### src/rtl/bit_packer_pkg.sv
// Shared types and constants for the serial-to-parallel bit packer.
package bit_packer_pkg;

    localparam int unsigned BIT_PACKER_WIDTH_DEFAULT = 3;

    typedef enum logic {
        FILL = 1'b0,
        HOLD = 1'b1
    } state_e;

endpackage

### src/rtl/bit_packer.sv
// Collects serial bits (bit 0 first) into WIDTH-bit words with a valid/ready output and a flush for partial words.
// Optional feature: define BIT_PACKER_PARITY_EN to add the out_parity output.
module bit_packer
    import bit_packer_pkg::*;
#(
    parameter int unsigned WIDTH = BIT_PACKER_WIDTH_DEFAULT
) (
    input  logic                       clk,
    input  logic                       reset,
    input  logic                       in_valid,
    input  logic                       in_bit,
    output logic                       in_ready,
    input  logic                       flush,
    output logic                       out_valid,
    input  logic                       out_ready,
    output logic [WIDTH-1:0]           out_vec,
`ifdef BIT_PACKER_PARITY_EN
    output logic [$clog2(WIDTH+1)-1:0] out_len,
    output logic                       out_parity
`else
    output logic [$clog2(WIDTH+1)-1:0] out_len
`endif
);

    localparam int unsigned LEN_W = $clog2(WIDTH + 1);

    state_e             state_q;
    logic [LEN_W-1:0]   cnt_q;
    logic [WIDTH-1:0]   sh_q;

    logic               accept_c;
    logic               last_c;
    logic               emit_c;
    logic [WIDTH-1:0]   ins_vec_c;
    logic [WIDTH-1:0]   load_vec_c;
    logic [LEN_W-1:0]   load_len_c;

    // Ready is held low during reset so nothing is taken until the block is out of it.
    assign in_ready = ~reset & ((state_q == FILL) | out_ready);

    always_comb begin
        accept_c   = in_valid & in_ready;
        ins_vec_c  = sh_q | (WIDTH'(in_bit) << cnt_q);
        last_c     = accept_c && (cnt_q == LEN_W'(WIDTH - 1));
        emit_c     = last_c || (flush && ((cnt_q != '0) || accept_c));
        load_vec_c = accept_c ? ins_vec_c : sh_q;
        load_len_c = LEN_W'(cnt_q + LEN_W'(accept_c));
    end

    // A same-cycle accepted bit counts toward a flushed word's length.
    always_ff @(posedge clk) begin
        if (reset) begin
            state_q    <= FILL;
            cnt_q      <= '0;
            sh_q       <= '0;
            out_valid  <= 1'b0;
            out_vec    <= '0;
            out_len    <= '0;
`ifdef BIT_PACKER_PARITY_EN
            out_parity <= 1'b0;
`endif
        end else if (state_q == FILL) begin
            if (emit_c) begin
                state_q    <= HOLD;
                out_valid  <= 1'b1;
                out_vec    <= load_vec_c;
                out_len    <= load_len_c;
`ifdef BIT_PACKER_PARITY_EN
                out_parity <= ^load_vec_c;
`endif
                sh_q       <= '0;
                cnt_q      <= '0;
            end else if (accept_c) begin
                sh_q  <= ins_vec_c;
                cnt_q <= LEN_W'(cnt_q + LEN_W'(1));
            end
        end else begin
            if (out_ready) begin
                state_q   <= FILL;
                out_valid <= 1'b0;
                if (accept_c) begin
                    sh_q  <= WIDTH'(in_bit);
                    cnt_q <= LEN_W'(1);
                end
            end
        end
    end

endmodule

### config.mk
export PLATFORM = sky130hd
export DESIGN_NAME = bit_packer
export DESIGN_NICKNAME = d
export VERILOG_FILES = /design/src/rtl/bit_packer_pkg.sv /design/src/rtl/bit_packer.sv
export SDC_FILE = /design/constraint.sdc
export NUM_CORES = 1
export LEC_CHECK = 0
export ABC_AREA = 1
export CORE_UTILIZATION = 33
export CTS_BUF_LIST = sky130_fd_sc_hd__clkbuf_16
export DETAILED_ROUTE_END_ITERATION = 16
export PLACE_DENSITY_LB_ADDON = 0.05
export RECOVER_POWER = 100
export SLEW_MARGIN = 20
export SYNTH_ARGS = -nofsm -noshare
export SYNTH_HDL_FRONTEND = slang
export SYNTH_SLANG_ARGS = --single-unit
export TNS_END_PERCENT = 10
### constraint.sdc
create_clock -name clk -period 1.4 [get_ports clk]
set_input_delay 0.28 -clock clk [delete_from_list [all_inputs] [get_ports clk]]
set_output_delay 0.28 -clock clk [all_outputs]
set_load 0.1 [all_outputs]
* Yosys cells after proc, flatten, opt, wreduce, memory -nomap -nowiden
Index checks and enable logic that the tools add are counted.
Operators by class: add/sub/neg operators 2, eq/ne operators 3, shifts and indexed selects 1, mux-type cells 16, bitwise gates (word level) 6, reduce and logical (&&, ||, !) cells 11
Operators with widths (count):
- two-way mux 3 bit | 5
- two-way mux 2 bit | 5
- two-way mux 1 bit | 6
- AND reduction 2 bit | 3
- nonzero test 2 bit | 3
- OR 3 bit | 1
- AND reduction 3 bit | 1
- left shift 1 x 2 -> 3 bit | 1
- adder 2 x 1 -> 2 bit | 1
- adder 2 x 1 -> 2 bit, second input constant | 1
- bitwise AND 1 bit | 2
- == test 2 bit, second input constant | 1
- logical AND 1 bit | 2
- logical OR 1 bit | 2
- != test 2 x 1 -> 1 bit, second input constant | 1
- != test 2 bit, second input constant | 1
- inverter 1 bit | 2
- OR 1 bit | 1
Storage, ports and cells: register bits after elaboration 12, bits of input ports 6, word-level logic and storage cells 45

* Depth between registers and ports, before layout
depth after elaboration 9, mapped depth 9, mapped depth without buffers 9

* Worst setup path before layout
OpenSTA, ideal clock, no wires.
path type reg2out, from register state_q, to output port in_ready, arrival time 1.815 ns, required time 1.120 ns, setup slack -0.695 ns, cell stages (with the launch flop) 2, buffers on the path 0, path through dfxtp_1 > a21oi_1
On the way: word-level cells in the longest chain between the ends 3
RTL lines:
- from (decl) | RTL line bit_packer.sv:27 | state_e state_q;
- from (signal assigned) | RTL line bit_packer.sv:53 | state_q <= FILL;
- from (signal assigned) | RTL line bit_packer.sv:64 | state_q <= HOLD;
- from (signal assigned) | RTL line bit_packer.sv:79 | state_q <= FILL;
- inverter 1 bit (no line)
- OR 1 bit | RTL line bit_packer.sv:39 | assign in_ready = ~reset & ((state_q == FILL) | out_ready);
- bitwise AND 1 bit | RTL line bit_packer.sv:39
- to (decl) | RTL line bit_packer.sv:12 | output logic in_ready,
Every way passes these cells.

* Worst setup path after layout
Same ends and word-level chain as after synthesis.

==> impl_metrics.csv <==
group,metric,value,unit
global_route,gr-total-overflow,0,
worst_setup_path,rr_worst_depth,8,
worst_setup_path,critPathLaunchType,"register",
routing,wl_per_cell,10.7,um
routing,vias,616,
worst_setup_path,timing.rr.end,"out_vec[1]",
worst_setup_path,worstPathMaxFanout,5,
timing,tns,0,ns
finish,multi_input_area,370,um^2
clock_tree,cts_root_buf,"clkbuf_16",
worst_setup_path,ff2ff_setup_slack,0.12,ns
routing,drt-initial-drc-count,10,
synthesis,ys_seq_elements,12,
routing,top_layer,"met4",
global_route,grt_pass1_vias,570,
routing,drcViolationCount,0,
finish,area_growth_syn_to_layout,47.5,%
finish,fillers,190,
floorplanning,initial_core_util,36.0,%
worst_setup_path,critPathKind,"reg -> out",
routing,wl_met2,665,um
power_and_ir_drop,switching_share,35.8,%
worst_setup_path,crit_arrival,1.07,ns
floorplanning,num_rows,15,
placed_design,place_congestion,0.770,
finish,drive_above_1_share,26.6,%
power_and_ir_drop,clockPowerShare,37.1,%
min_path,hp-class,"reg -> reg",
power_and_ir_drop,seqPwrFrac,28.9,%
routing,ant_nets,0,
global_route,grt_pass1_wl,2370,um
clock_tree,cts_tree,"yes",
timing,relSlewSlack,67.7,%
power_and_ir_drop,power.internal,904,uW
worst_setup_path,endpoint_kind,"output port",
power_and_ir_drop,p_sw,503,uW
synthesis,seq_area_frac_synth,37.9,%
power_and_ir_drop,power_density,1500,nW/um^2
timing,skew,0.00190,ns
floorplanning,ios,13,
timing,worst_pin_slew,0.488,ns
clock_tree,cts_htree_levels,1,
synthesis,ys_types,18,
finish,layout.nets,119,
placed_design,place_ws,-0.284,ns
floorplanning,coreArea,1760,um^2
worst_setup_path,endpoint,"in_ready",
routing,first_pass_iters,4,
timing,drv_slew,0,
synthesis,syn_area,634,um^2
power_and_ir_drop,ir_drop,0.869,mV
clock_tree,cts_hold_buf,0,
global_route,grt_max_degree,11,
floorplanning,die_area,2100,um^2
routing,wl_met3,60,um
synthesis,syn_avg_cell_area,7.55,um^2
power_and_ir_drop,power_frac_comb,34.1,%
global_route,antenna_found_initial,0,
timing,layout_setup_ws,0.0543,ns
placed_design,io_buffers,12,
timing,fmax,743,MHz
global_route,gr-usage-all-layers,16.0,%
clock_tree,cts_buffers,3,
routing,wirelength,1430,um
clock_tree,cts_buffer_depth,2,
finish,seqCellArea,241,um^2
clock_tree,cts_setup_buffers,0,
clock_tree,worstSkewPairLatency,0.24,ns
timing,fin_crit,1.35,ns
placed_design,hpwl,1050,um
synthesis,postSynthCellCount,84,
worst_setup_path,timing.rr.start,"cnt_q[0]",
run,drv_cap,0,
timing,rsz0062_at_grt,"true",
min_path,min-delay-start,"out_valid",
routing,met1_length,680,um
synthesis,synth_warnings,0,
clock_tree,clk_pin_slew_worst_paths,0.04,ns
synthesis,synth_nets,93,
outcome,status,"completed",
finish,antenna_cells,0,
clock_tree,cts_num_sinks,12,
worst_setup_path,worstPathRequired,1.12,ns
floorplanning,dieHeight,45.8,um
timing,hold_viol_final,0,
floorplanning,fp.dieW,45.8,um
timing,setup_viol,0,
timing,fin_crit_sh,96.1,%
power_and_ir_drop,power_leakage,0.000449,uW
worst_setup_path,crit_start,"state_q",
routing,via_per_inst,4.60,
## stage by stage
stage               area, um^2  std cells  hold WS (ns)  total power (uW)  utilization (%)
floorplan                  646         84         0.349               750                -
global placement           927        129         0.451               942             52.6
detailed placement         927        129         0.449               945             52.6
CTS                       1010        133         0.456              1470             57.1
global route               936        134         0.466              1490             53.0
finish                     936        134         0.441              1410             53.0
## power by group through the flow
stage / combinational (uW) / clock (uW) / sequential, uW
finish: 479 / 521 / 406
global route: 520 / 554 / 411
CTS: 523 / 530 / 416
detailed placement: 522 / 0 / 423
global placement: 520 / 0 / 422
floorplan: 197 / 0 / 553
## worst min path at each step
stage,endpoint,cells past startpoint
2_1_floorplan,out_len[0],1
3_3_place_gp,sh_q[1],2
3_5_place_dp,sh_q[2],2
4_1_cts,sh_q[2],2
5_1_grt,sh_q[2],2
6_report,out_valid,2
## synth_stat cells
library cell  instances  area (um^2)
o21ai_1               1         5.00
and3_2                1         7.51
or2_2                 1         6.26
o21bai_1              3         22.5
nand3_4               2         35.0
clkinv_1              1         3.75
o21ai_0               4         20.0
nor2_1                5         18.8
ha_1                  3         37.5
inv_4                 1         6.26
xor2_1                1         8.76
nand4_1               2         12.5
inv_1                12         45.0
nand2_1              18         67.6
dfxtp_1              12          240
nand2_4               2         22.5
nand3_1               6         30.0
a21oi_1               9         45.0
## what timing repair did
| item | 4_1_cts | 5_1_grt |
|---|---|---|
| pin swaps | 1 | 2 |
| gates resized for setup | 4 | 3 |
| setup endpoints to repair | 5 | 10 |
| gates cloned | 0 | 1 |
## state kept, by name, indices dropped and copies added, names as in the netlist
name,cells
out_len,2
sh_q,3
out_vec,3
state_q,1
cnt_q,2
out_valid,1
## critical path: stages, from the launching register on
cell	delay (ns)
dfxtp_1	0.34
buf_4	0.15
a21oi_4	0.12
buf_8	0.21
## cells in the final DEF, fill, tap and decap left out
cell and count:
nand2_1 18, buf_2 5, clkbuf_16 3, nor2_1 5, inv_2 1, clkinv_1 2
dfxtp_2 1, nand4_1 2, inv_4 1, o21bai_1 3, buf_6 1, nand2_4 2
o21ai_0 4, buf_4 7, dlygate4sd2_1 2, clkbuf_4 1, xor2_1 1, clkdlybuf4s50_1 3
nand3_1 6, ha_1 3, buf_8 1, or2_4 1, a21oi_1 8, o21ai_1 1
dfxtp_1 11, nand3_4 3, a21oi_4 1, and3_2 1, inv_1 11
## area by class of cell
class,instances,area share (%)
multi-input combinational,59,39.6
sequential,12,25.8
timing repair buffer,20,17.0
clock buffer,3,8.02
inverter,14,5.88
tap,25,3.34
clock inverter,1,0.401
## routing by layer
metal	track usage, %	up-vias
li1	-	329
met1	19.7	270
met2	27.0	13
met3	1.59	4
met4	8.82	0
met5	0	-
## cells by family (layout without fill, tap and decap cells)
logic type                 Yosys count  after routing  synth area share, %
adders and majority gates            3              3                 5.92
xor gates and xnor gates             1              1                 1.38
and+or+nand+nor                     37             38                 31.6
AOI/OAI and AO/OA                   17             17                 14.6
buffers and inverters               14             38                 8.68
DFF                                 12             12                 37.9
No activity file was read; power rests on OpenSTA's default activity.
